==> src/rtl/button_event_classifier.sv <==
// Classifies debounced button gestures into short, long and double presses.
// Emits registered one-cycle event pulses, a held indicator and an event counter.

package pipeline_types;
    typedef struct packed {
        logic rising;
        logic falling;
    } control_path_t;
endpackage

module button_event_classifier #(
    parameter int unsigned LONG_PRESS_CYCLES = 1000,
    parameter int unsigned DOUBLE_GAP_CYCLES = 300,
    parameter int unsigned CNT_WIDTH         = 16
) (
    input  logic                          i_clk,
    input  logic                          i_reset_n,
    input  logic                          i_level,
    input  pipeline_types::control_path_t i_control,
    output logic                          o_short_press,
    output logic                          o_long_press,
    output logic                          o_double_press,
    output logic                          o_held,
    output logic [7:0]                    o_event_count
);

    localparam int unsigned EVT_W     = 8;
    localparam int unsigned MAX_PARAM = (LONG_PRESS_CYCLES > DOUBLE_GAP_CYCLES) ?
                                        LONG_PRESS_CYCLES : DOUBLE_GAP_CYCLES;
    localparam logic [CNT_WIDTH-1:0] LONG_LAST = CNT_WIDTH'(LONG_PRESS_CYCLES - 1);
    localparam logic [CNT_WIDTH-1:0] GAP_LAST  = CNT_WIDTH'(DOUBLE_GAP_CYCLES - 1);
    localparam logic [CNT_WIDTH-1:0] CNT_MAX   = '1;
    localparam logic [CNT_WIDTH-1:0] CNT_ONE   = CNT_WIDTH'(1);

    if (LONG_PRESS_CYCLES < 2 || DOUBLE_GAP_CYCLES < 2 || CNT_WIDTH < 1 ||
        (CNT_WIDTH < 32 && (64'd1 << CNT_WIDTH) <= 64'(MAX_PARAM))) begin : g_bad_params
        $error("button_event_classifier: illegal parameter combination");
    end

    typedef enum logic [2:0] {
        S_IDLE,
        S_PRESSED,
        S_LONG_HELD,
        S_WAIT_GAP,
        S_SECOND_PRESS
    } state_t;

    state_t                 r_state;
    state_t                 w_next_state;
    logic [CNT_WIDTH-1:0]   r_cnt;
    logic [CNT_WIDTH-1:0]   w_next_cnt;
    logic                   r_stale;
    logic                   w_next_stale;
    logic                   r_short;
    logic                   r_long;
    logic                   r_double;
    logic                   r_held;
    logic [EVT_W-1:0]       r_event_count;
    logic                   w_short;
    logic                   w_long;
    logic                   w_double;
    logic                   w_rise;
    logic                   w_fall;

    // Coincident edges cancel each other out.
    assign w_rise = i_control.rising  & ~i_control.falling;
    assign w_fall = i_control.falling & ~i_control.rising;

    always_ff @(posedge i_clk or negedge i_reset_n) begin
        if (!i_reset_n) begin
            r_state <= S_IDLE;
            r_cnt   <= '0;
            r_stale <= 1'b0;
        end else begin
            r_state <= w_next_state;
            r_cnt   <= w_next_cnt;
            r_stale <= w_next_stale;
        end
    end

    always_comb begin
        w_next_state = r_state;
        w_next_cnt   = r_cnt;
        w_next_stale = r_stale;
        w_short      = 1'b0;
        w_long       = 1'b0;
        w_double     = 1'b0;

        case (r_state)
            S_IDLE: begin
                w_next_cnt = '0;
                // A level seen high without its rising edge belongs to a press we missed.
                if (w_fall) begin
                    w_next_stale = 1'b0;
                end else if (i_level && !w_rise) begin
                    w_next_stale = 1'b1;
                end
                if (w_rise && !r_stale) begin
                    w_next_state = S_PRESSED;
                end
            end
            S_PRESSED: begin
                if (w_fall) begin
                    w_next_state = S_WAIT_GAP;
                    w_next_cnt   = '0;
                end else if (r_cnt == LONG_LAST) begin
                    w_next_state = S_LONG_HELD;
                    w_long       = 1'b1;
                end else begin
                    w_next_cnt = r_cnt + CNT_ONE;
                end
            end
            S_LONG_HELD: begin
                if (w_fall) begin
                    w_next_state = S_IDLE;
                    w_next_cnt   = '0;
                end
            end
            S_WAIT_GAP: begin
                if (w_rise) begin
                    w_next_state = S_SECOND_PRESS;
                    w_next_cnt   = '0;
                end else if (r_cnt == GAP_LAST) begin
                    w_next_state = S_IDLE;
                    w_next_cnt   = '0;
                    w_short      = 1'b1;
                end else begin
                    w_next_cnt = r_cnt + CNT_ONE;
                end
            end
            S_SECOND_PRESS: begin
                if (w_fall) begin
                    w_next_state = S_IDLE;
                    w_next_cnt   = '0;
                    w_double     = 1'b1;
                end else if (r_cnt != CNT_MAX) begin
                    w_next_cnt = r_cnt + CNT_ONE;
                end
            end
            default: begin
                w_next_state = S_IDLE;
                w_next_cnt   = '0;
            end
        endcase
    end

    // Output registers: pulses appear the cycle after the triggering edge or timeout.
    always_ff @(posedge i_clk or negedge i_reset_n) begin
        if (!i_reset_n) begin
            r_short       <= 1'b0;
            r_long        <= 1'b0;
            r_double      <= 1'b0;
            r_held        <= 1'b0;
            r_event_count <= '0;
        end else begin
            r_short       <= w_short;
            r_long        <= w_long;
            r_double      <= w_double;
            r_held        <= (w_next_state == S_LONG_HELD);
            r_event_count <= r_event_count + EVT_W'(w_short | w_long | w_double);
        end
    end

    assign o_short_press  = r_short;
    assign o_long_press   = r_long;
    assign o_double_press = r_double;
    assign o_held         = r_held;
    assign o_event_count  = r_event_count;

endmodule

==> config.mk <==
export PLATFORM = sky130hd
export DESIGN_NAME = button_event_classifier
export DESIGN_NICKNAME = d
export VERILOG_FILES = /design/src/rtl/button_event_classifier.sv
export SDC_FILE = /design/constraint.sdc
export NUM_CORES = 1
export LEC_CHECK = 0
export CAP_MARGIN = 10
export CORE_ASPECT_RATIO = 1.5
export CORE_MARGIN = 2
export CORE_UTILIZATION = 51
export CTS_CLUSTER_SIZE = 16
export DETAILED_ROUTE_END_ITERATION = 10
export GPL_TIMING_DRIVEN = 0
export HOLD_SLACK_MARGIN = 0.06
export PLACE_DENSITY = 0.74
export RECOVER_POWER = 25
export SYNTH_ARGS = -nofsm -noshare
export SYNTH_HDL_FRONTEND = slang
export SYNTH_SLANG_ARGS = --single-unit
==> constraint.sdc <==
create_clock -name i_clk -period 2.1 [get_ports i_clk]
set_clock_uncertainty 0.15 [all_clocks]
set_input_delay 0.21 -clock i_clk [delete_from_list [all_inputs] [get_ports i_clk]]
set_output_delay 0.21 -clock i_clk [all_outputs]
set_load 0.01 [all_outputs]
==> results of run 1 <==
-- metrics by stage --
step                      TNS [ns]  util [%]  cell area, sq um  hold WS [ns]  std cells
final                        -4.78      76.2              2630         0.325        285
after CTS                    -3.09      69.9              2410         0.284        275
after detailed placement     -9.51      62.6              2160         0.320        258
after global placement       -8.33      62.1              2140         0.307        257
after global routing         -6.98      76.2              2630         0.345        285
after floorplan              -1.23         -              1930        -0.236        199
-- area by class of cell --
class | instances | area [sq um] | share of cell area (%)
Multi-Input combinational cell | 146 | 1180 | 44.9
Sequential cell | 32 | 803 | 30.6
Timing Repair Buffer | 36 | 354 | 13.5
Buffer | 6 | 87.6 | 3.33
Clock buffer | 6 | 82.6 | 3.14
Inverter | 15 | 56.3 | 2.14
Tap cell | 42 | 52.6 | 2.00
Clock inverter | 2 | 10.0 | 0.381
-- worst max path at each step --
stage            startpoint         to  slack, ns
5_1_grt           r_cnt[12]   r_cnt[0]      -0.37
3_5_place_dp   i_control[0]   r_cnt[5]      -0.58
4_1_cts            r_cnt[1]  r_cnt[10]      -0.20
3_3_place_gp   i_control[0]   r_cnt[3]      -0.56
6_report          r_cnt[12]  r_cnt[10]      -0.30
2_1_floorplan      r_cnt[0]   r_cnt[3]       -0.1
-- routing by layer --
metal  vias to the layer above  track usage (%)  wire length (um)
met3                        21             5.32               249
met1                       880             29.7              2150
met5                         -                0                 0
met4                         0             12.6               201
li1                        806                -                 -
met2                        85             46.9              3120
-- where the power goes --
group	total (W)	leakage (nW)	switching [W]	internal, W
clock network	0.000502	0.0510	0.000241	0.000261
registers	0.000756	0.436	0.0000785	0.000677
logic	0.00160	0.640	0.000816	0.000781
total	0.00285	1.13	0.00114	0.00172
-- layout by cell type, fill, tap and decap left out, types with 3 or more instances in the layout --
cell                              synthesis  final
sky130_fd_sc_hd__and3_1                   9      8
sky130_fd_sc_hd__ha_4                     0      3
sky130_fd_sc_hd__nand3_1                  6      3
sky130_fd_sc_hd__a21oi_2                  0      5
sky130_fd_sc_hd__nor2b_1                  4      3
sky130_fd_sc_hd__and2_1                   6      6
sky130_fd_sc_hd__a22o_1                   3      3
sky130_fd_sc_hd__inv_1                   15     15
sky130_fd_sc_hd__nand4_1                  4      4
sky130_fd_sc_hd__a21o_1                   3      3
sky130_fd_sc_hd__o21bai_1                 4      4
sky130_fd_sc_hd__buf_6                    1      3
sky130_fd_sc_hd__dfrtp_1                 32     30
sky130_fd_sc_hd__o2bb2ai_1                5      5
sky130_fd_sc_hd__a21oi_4                  1      4
sky130_fd_sc_hd__o32ai_2                  0      3
sky130_fd_sc_hd__nand2_1                 15     15
sky130_fd_sc_hd__clkbuf_8                 0      6
sky130_fd_sc_hd__o21ai_0                 15     14
sky130_fd_sc_hd__and4_1                   3      3
sky130_fd_sc_hd__xnor2_1                  6      6
sky130_fd_sc_hd__a21oi_1                 15      7
sky130_fd_sc_hd__buf_12                   0      3
sky130_fd_sc_hd__nor3_1                   4      4
sky130_fd_sc_hd__nor2_1                   8      6
sky130_fd_sc_hd__nand2b_1                 3      3
sky130_fd_sc_hd__clkdlybuf4s50_1          0     15
sky130_fd_sc_hd__buf_4                    0     15
-- state kept, by name, indices dropped and copies added (netlist names) --
| name | flops |
|---|---|
| r_cnt | 16 |
| o_double_press | 1 |
| r_state | 3 |
| o_event_count | 8 |
| o_short_press | 1 |
| o_held | 1 |
| r_stale | 1 |
| o_long_press | 1 |
-- logic make-up after synthesis --
kind of cell,Yosys count,synth area share (%)
xor+xnor,8,3.76
simple gates,77,25.7
flops,32,43.0
compound gates,57,20.2
fa+ha+maj,3,2.01
buf+inv,21,4.77
mux,1,0.604
-- worst register-to-register path: stages, from the launching register on --
cell and delay, ns:
sky130_fd_sc_hd__dfrtp_1 0.43, sky130_fd_sc_hd__nor4b_4 0.38, sky130_fd_sc_hd__buf_4 0.18, sky130_fd_sc_hd__nand4_1 0.13, sky130_fd_sc_hd__a21oi_1 0.22, sky130_fd_sc_hd__a311o_1 0.24, sky130_fd_sc_hd__buf_6 0.18, sky130_fd_sc_hd__a21oi_4 0.10
sky130_fd_sc_hd__a22o_1 0.28
-- repair_timing --
item	CTS	global route
gates resized for setup	22	27
buffers inserted	8	8
endpoints found under the setup margin	23	26
cloned	1	2
hold buffers	0	0
pin swaps	8	4
==> run_summary.xml, run 1 <==
<?xml version="1.0" encoding="UTF-8"?>
<metrics>
  <group name="setup_path">
    <metric name="r2r_end" unit="">r_cnt[10]</metric>
    <metric name="crit_required" unit="ns">2.12</metric>
    <metric name="cp_peak_stage_delay" unit="ns">0.43</metric>
    <metric name="crit_path_max_fanout" unit="">8</metric>
    <metric name="cp-end-kind" unit="">register</metric>
    <metric name="cp_num_cells" unit="">8</metric>
    <metric name="critical_path.cell_chain" unit="">nor4b_4 -&gt; buf_4 -&gt; nand4_1 -&gt; a21oi_1 -&gt; a311o_1 -&gt; buf_6 -&gt; a21oi_4 -&gt; a22o_1</metric>
    <metric name="cpLargestDelayFamily" unit="">compound AO/OA/AOI/OAI gates</metric>
    <metric name="crit_path_top_delay_cell" unit="">sky130_fd_sc_hd__dfrtp_1</metric>
    <metric name="crit_buf_inv" unit="">2</metric>
    <metric name="worstPathArrival" unit="ns">2.43</metric>
    <metric name="crit_path_launch_type" unit="">register</metric>
    <metric name="r2r.worst_path.cells" unit="">8</metric>
    <metric name="timing.setup.critical_path_class" unit="">register to register</metric>
    <metric name="r2r-start" unit="">r_cnt[12]</metric>
    <metric name="timing.reg2reg.setup_slack" unit="ns">-0.30</metric>
  </group>
  <group name="logic_synthesis">
    <metric name="ys.warnings.count" unit="">0</metric>
    <metric name="synthesis.instances" unit="">199</metric>
    <metric name="synth.yosys.seq_area_share" unit="%">43.0</metric>
    <metric name="synthDominantCellAreaShare" unit="%">43.0</metric>
    <metric name="synth.avg_cell_area" unit="sq um">9.36</metric>
    <metric name="nets_in_the_synthesized_netlist" unit="">207</metric>
    <metric name="ys_dominant_reg_cell" unit="">sky130_fd_sc_hd__dfrtp_1</metric>
    <metric name="synth.ff_latch_count" unit="">32</metric>
    <metric name="ys_top_cells_by_count" unit="">sky130_fd_sc_hd__dfrtp_1, sky130_fd_sc_hd__a21oi_1, sky130_fd_sc_hd__inv_1, sky130_fd_sc_hd__nand2_1, sky130_fd_sc_hd__o21ai_0</metric>
    <metric name="yosysTopAreaCell" unit="">sky130_fd_sc_hd__dfrtp_1</metric>
    <metric name="count_of_unique_library_cells_instantiated_by_yosys" unit="">43</metric>
    <metric name="netlist_area" unit="sq mm">0.00186</metric>
    <metric name="synth-edff-count" unit="">0</metric>
    <metric name="synthMostInstantiatedCell" unit="">sky130_fd_sc_hd__dfrtp_1</metric>
    <metric name="post_synth_main_area_contributors" unit="">sky130_fd_sc_hd__dfrtp_1, sky130_fd_sc_hd__a21oi_1, sky130_fd_sc_hd__o21ai_0, sky130_fd_sc_hd__and3_1, sky130_fd_sc_hd__inv_1</metric>
    <metric name="post_synth_arst_share" unit="%">100</metric>
  </group>
  <group name="power">
    <metric name="totalPowerFinal" unit="W">0.00285</metric>
    <metric name="pwr_density_cell" unit="mW/mm^2">1090</metric>
    <metric name="leakage" unit="nW">1.13</metric>
    <metric name="vdd_ir_drop_max" unit="V">0.000698</metric>
  </group>
  <group name="min_path">
    <metric name="hold_class" unit="">register to register</metric>
    <metric name="min_delay_path_depth" unit="">1</metric>
    <metric name="holdPathEnd" unit="">o_event_count[7]</metric>
    <metric name="hold_startpoint" unit="">o_event_count[7]</metric>
  </group>
  <group name="layout">
    <metric name="fillers" unit="">231</metric>
    <metric name="ratio_of_cells_with_drive_above_1_in_the_final_layout" unit="%">30.9</metric>
    <metric name="nNetsFinal" unit="">250</metric>
    <metric name="area_delta_synth_final" unit="%">41.0</metric>
    <metric name="num_antenna_cells" unit="">0</metric>
  </group>
  <group name="floorplan">
    <metric name="design.die.area" unit="sq mm">0.00416</metric>
    <metric name="rows" unit="">26</metric>
    <metric name="dieHeight" unit="um">78.0</metric>
    <metric name="die_w" unit="um">53.4</metric>
    <metric name="core-area" unit="sq mm">0.00345</metric>
    <metric name="floorplan.initialDensity" unit="%">54.0</metric>
    <metric name="num_io_pins" unit="">17</metric>
  </group>
  <group name="clock_tree">
    <metric name="cts-htree-levels" unit="">2</metric>
    <metric name="numCtsBuffers" unit="">5</metric>
    <metric name="cts_root_buffer" unit="">sky130_fd_sc_hd__clkbuf_8</metric>
    <metric name="clock_sink_count" unit="">32</metric>
    <metric name="tritoncts_clock_tree" unit="">done</metric>
    <metric name="clkLatencyLatePin" unit="ns">0.30</metric>
    <metric name="max-clock-path-buffers" unit="">2</metric>
    <metric name="clk_pin_slew" unit="ns">0.07</metric>
  </group>
  <group name="route">
    <metric name="antenna_violating_nets_post_route" unit="">0</metric>
    <metric name="routed_wl" unit="um">5710</metric>
    <metric name="num_vias" unit="">1792</metric>
    <metric name="routed_wire_length_per_instance" unit="um">20.0</metric>
    <metric name="vias_per_cell" unit="">6.29</metric>
    <metric name="firstDrtPassIters" unit="">4</metric>
    <metric name="detailedRoute.firstIterationViolations" unit="">97</metric>
    <metric name="drt_drc_violations_left" unit="">0</metric>
  </group>
  <group name="sta">
    <metric name="layout_setup_ws" unit="ns">-0.304</metric>
    <metric name="setup_violations_final" unit="">26</metric>
    <metric name="slew_headroom" unit="%">40.2</metric>
    <metric name="post-route-period-util" unit="%">114</metric>
    <metric name="worst-slew-pin-transition" unit="ns">0.893</metric>
    <metric name="post-route-min-period" unit="ns">2.40</metric>
    <metric name="fmax" unit="MHz">416</metric>
    <metric name="rsz0062_at_grt" unit="">true</metric>
    <metric name="drv_slew" unit="">0</metric>
    <metric name="timing.final.hold_violations" unit="">0</metric>
  </group>
  <group name="grt">
    <metric name="grt_max_degree" unit="">20</metric>
    <metric name="groute.usage.overall" unit="%">26.8</metric>
    <metric name="grt_first_pass_wirelength" unit="um">8240</metric>
    <metric name="vias_in_the_first_global_route" unit="">1710</metric>
    <metric name="grt_remaining_overflow" unit="">0</metric>
    <metric name="antenna_found_initial" unit="">0</metric>
  </group>
  <group name="place">
    <metric name="finalWeightedCongestion" unit="">0.902</metric>
    <metric name="io_buffer_count" unit="">16</metric>
    <metric name="dp_slack" unit="ns">-0.582</metric>
    <metric name="dp_hpwl" unit="um">3310</metric>
  </group>
  <group name="run_status">
    <metric name="run_status" unit="">finished with violations</metric>
    <metric name="failed_checks" unit="">negative setup slack</metric>
  </group>
  <group name="job">
    <metric name="max_cap_violations" unit="">0</metric>
  </group>
</metrics>
(Power assumes the default switching activity.)
==> run 2, diff against run 1 <==
--- a/config.mk
+++ b/config.mk
@@ -7,2 +7,3 @@
 export LEC_CHECK = 0
+export ABC_AREA = 1
 export CAP_MARGIN = 10
@@ -10,3 +11,3 @@
 export CORE_MARGIN = 2
-export CORE_UTILIZATION = 51
+export CORE_UTILIZATION = 52
 export CTS_CLUSTER_SIZE = 16
--- a/constraint.sdc
+++ b/constraint.sdc
@@ -4,2 +4,2 @@
 set_output_delay 0.21 -clock i_clk [all_outputs]
-set_load 0.01 [all_outputs]
+set_load 0.1 [all_outputs]
==> run_summary.xml, run 2 <==
<?xml version="1.0" encoding="UTF-8"?>
<metrics>
  <group name="logic_synthesis">
    <metric name="nets_in_the_synthesized_netlist" unit="">291</metric>
    <metric name="netlist_area" unit="sq mm">0.00208</metric>
    <metric name="synthMostInstantiatedCell" unit="">sky130_fd_sc_hd__nand2_1</metric>
    <metric name="synth.ff_latch_count" unit="">32</metric>
    <metric name="synthesis.instances" unit="">283</metric>
    <metric name="ys.warnings.count" unit="">0</metric>
    <metric name="post_synth_arst_share" unit="%">100</metric>
    <metric name="ys_top_cells_by_count" unit="">sky130_fd_sc_hd__nand2_1, sky130_fd_sc_hd__nor2_1, sky130_fd_sc_hd__dfrtp_1</metric>
    <metric name="synth-edff-count" unit="">0</metric>
    <metric name="yosysTopAreaCell" unit="">sky130_fd_sc_hd__dfrtp_1</metric>
    <metric name="count_of_unique_library_cells_instantiated_by_yosys" unit="">31</metric>
    <metric name="synth.yosys.seq_area_share" unit="%">38.6</metric>
    <metric name="synth.avg_cell_area" unit="sq um">7.34</metric>
    <metric name="ys_dominant_reg_cell" unit="">sky130_fd_sc_hd__dfrtp_1</metric>
    <metric name="synthDominantCellAreaShare" unit="%">38.6</metric>
    <metric name="post_synth_main_area_contributors" unit="">sky130_fd_sc_hd__dfrtp_1, sky130_fd_sc_hd__nand2_1, sky130_fd_sc_hd__nand3_1, sky130_fd_sc_hd__nand4_1, sky130_fd_sc_hd__nor2_1</metric>
  </group>
  <group name="grt">
    <metric name="vias_in_the_first_global_route" unit="">1899</metric>
    <metric name="grt_remaining_overflow" unit="">0</metric>
    <metric name="antenna_found_initial" unit="">0</metric>
    <metric name="grt_first_pass_wirelength" unit="um">8660</metric>
    <metric name="groute.usage.overall" unit="%">24.7</metric>
    <metric name="grt_max_degree" unit="">33</metric>
  </group>
  <group name="clock_tree">
    <metric name="cts_root_buffer" unit="">sky130_fd_sc_hd__clkbuf_8</metric>
    <metric name="clkLatencyLatePin" unit="ns">0.29</metric>
    <metric name="clock_sink_count" unit="">32</metric>
    <metric name="max-clock-path-buffers" unit="">2</metric>
    <metric name="numCtsBuffers" unit="">5</metric>
    <metric name="clk_pin_slew" unit="ns">0.07</metric>
    <metric name="cts-htree-levels" unit="">2</metric>
    <metric name="tritoncts_clock_tree" unit="">done</metric>
  </group>
  <group name="power">
    <metric name="totalPowerFinal" unit="W">0.00208</metric>
    <metric name="leakage" unit="nW">1.36</metric>
    <metric name="pwr_density_cell" unit="mW/mm^2">772</metric>
    <metric name="vdd_ir_drop_max" unit="V">0.000627</metric>
  </group>
  <group name="setup_path">
    <metric name="r2r.worst_path.cells" unit="">11</metric>
    <metric name="timing.setup.critical_path_class" unit="">register to register</metric>
    <metric name="cp-end-kind" unit="">register</metric>
    <metric name="crit_path_launch_type" unit="">register</metric>
    <metric name="worstPathArrival" unit="ns">2.25</metric>
    <metric name="crit_required" unit="ns">2.13</metric>
    <metric name="crit_path_max_fanout" unit="">7</metric>
  </group>
  <group name="layout">
    <metric name="area_delta_synth_final" unit="%">29.9</metric>
    <metric name="layout_common_cells" unit="">sky130_fd_sc_hd__nand2_1, sky130_fd_sc_hd__nand3_1, sky130_fd_sc_hd__nor2_1</metric>
    <metric name="fillers" unit="">326</metric>
    <metric name="final_cells" unit="">373</metric>
    <metric name="postLayoutCellArea" unit="sq mm">0.00270</metric>
    <metric name="number_of_flip_flops_under_the_largest_register_name" unit="">16</metric>
    <metric name="largest-register" unit="">r_cnt</metric>
    <metric name="num_antenna_cells" unit="">0</metric>
    <metric name="ratio_of_cells_with_drive_above_1_in_the_final_layout" unit="%">25.9</metric>
    <metric name="nNetsFinal" unit="">335</metric>
    <metric name="mostFrequentLayoutCell" unit="">sky130_fd_sc_hd__nand2_1</metric>
  </group>
  <group name="sta">
    <metric name="post-route-period-util" unit="%">106</metric>
    <metric name="timing.final.hold_violations" unit="">0</metric>
    <metric name="fmax" unit="MHz">450</metric>
    <metric name="layout_setup_ws" unit="ns">-0.122</metric>
    <metric name="timing.hold.ws" unit="ns">0.310</metric>
    <metric name="post-route-min-period" unit="ns">2.22</metric>
    <metric name="rsz0062_at_grt" unit="">true</metric>
    <metric name="slew_headroom" unit="%">35.5</metric>
    <metric name="setup_violations_final" unit="">5</metric>
    <metric name="worst-slew-pin-transition" unit="ns">0.965</metric>
    <metric name="drv_slew" unit="">0</metric>
  </group>
  <group name="place">
    <metric name="postPlaceCellArea" unit="sq mm">0.00231</metric>
    <metric name="io_buffer_count" unit="">16</metric>
    <metric name="placed_cells" unit="">344</metric>
    <metric name="dp_hpwl" unit="um">3630</metric>
    <metric name="finalWeightedCongestion" unit="">0.917</metric>
    <metric name="dp_slack" unit="ns">-0.493</metric>
  </group>
  <group name="route">
    <metric name="firstDrtPassIters" unit="">5</metric>
    <metric name="num_vias" unit="">2079</metric>
    <metric name="routed_wire_length_per_instance" unit="um">14.9</metric>
    <metric name="drt_drc_violations_left" unit="">0</metric>
    <metric name="detailedRoute.firstIterationViolations" unit="">104</metric>
    <metric name="routed_wl" unit="um">5540</metric>
    <metric name="vias_per_cell" unit="">5.57</metric>
    <metric name="antenna_violating_nets_post_route" unit="">0</metric>
  </group>
  <group name="floorplan">
    <metric name="design.die.area" unit="sq mm">0.00453</metric>
    <metric name="rows" unit="">28</metric>
    <metric name="core-area" unit="sq mm">0.00389</metric>
    <metric name="floorplan.initialDensity" unit="%">53.4</metric>
    <metric name="die_w" unit="um">55.6</metric>
    <metric name="num_io_pins" unit="">17</metric>
    <metric name="dieHeight" unit="um">81.4</metric>
  </group>
  <group name="job">
    <metric name="max_cap_violations" unit="">0</metric>
  </group>
  <group name="min_path">
    <metric name="hold_class" unit="">register to register</metric>
    <metric name="min_delay_path_depth" unit="">1</metric>
  </group>
  <group name="run_status">
    <metric name="run_status" unit="">finished with violations</metric>
    <metric name="failed_checks" unit="">negative setup slack</metric>
  </group>
</metrics>
run 2: metal layers:
metal / global-route usage [%] / share of wire (%)
met5: 0 / 0
met1: 27.6 / 38
met2: 46.8 / 53
met4: 8.78 / 3.8
met3: 4.14 / 5.3
run 2: metrics by stage:
stage	TNS (ns)	util, %
2_1_floorplan	-0.143	-
3_3_place_gp	-1.97	59.6
3_5_place_dp	-2.15	59.5
4_1_cts	-0.439	65.9
5_1_grt	-0.727	69.4
6_report	-0.442	69.4
run 2: final timing paths:
check | startpoint | endpoint | slack (ns)
worst max register to register | r_cnt[10] | o_event_count[6] | -0.12
worst min-delay path | o_event_count[7] | o_event_count[7] | 0.31
worst min register to register | o_event_count[7] | o_event_count[7] | 0.31
min in group asynchronous | i_reset_n | o_long_press | 0.37
worst max-delay path | r_cnt[10] | o_event_count[6] | -0.12
max in group asynchronous | i_reset_n | r_cnt[13] | 0.90
run 2: cell type report:
type / instances / area (sq um) / area share, %
plain buffers: 5 / 37.5 / 1.39
clock buffers: 7 / 96.3 / 3.57
clock inverters: 1 / 30.0 / 1.11
inverters: 29 / 109 / 4.04
multi-input cells: 214 / 1220 / 45.4
flip-flops and latches: 32 / 810 / 30.0
well taps: 45 / 56.3 / 2.09
repair buffers: 40 / 334 / 12.4
run 2: what timing repair did:
action / in CTS / in global routing
setup endpoints to repair: 14 / 15
hold buffers: 1 / 0
endpoints found under the hold margin: 32 / 0
pin swaps: 7 / 8
setup buffers: 11 / 12
gates resized for setup: 21 / 22
run 2: logic make-up after synthesis:
group                    Yosys count  synth area share (%)
adder cells (fa/ha/maj)            3                  1.81
buffers and inverters             37                  7.77
flip-flops                        32                  38.6
AND/OR/NAND/NOR                  186                  43.3
AO/OA/AOI/OAI                     13                  3.55
XOR/XNOR                          12                  5.06
run 2: critical path, stage by stage (launching register included):
cell,delay [ns]
sky130_fd_sc_hd__dfrtp_1,0.47
sky130_fd_sc_hd__nor2_1,0.18
sky130_fd_sc_hd__nand2_1,0.12
sky130_fd_sc_hd__nor2_4,0.18
sky130_fd_sc_hd__nand2_2,0.09
sky130_fd_sc_hd__nor2_4,0.10
sky130_fd_sc_hd__or3_4,0.14
sky130_fd_sc_hd__ha_4,0.12
sky130_fd_sc_hd__and3_4,0.19
sky130_fd_sc_hd__nand4_1,0.09
sky130_fd_sc_hd__buf_4,0.15
sky130_fd_sc_hd__xor2_1,0.13
run 2: power by group:
| part | internal [W] | switching [W] |
|---|---|---|
| clock network | 0.000419 | 0.000240 |
| logic | 0.000188 | 0.000494 |
| registers | 0.000673 | 0.0000686 |
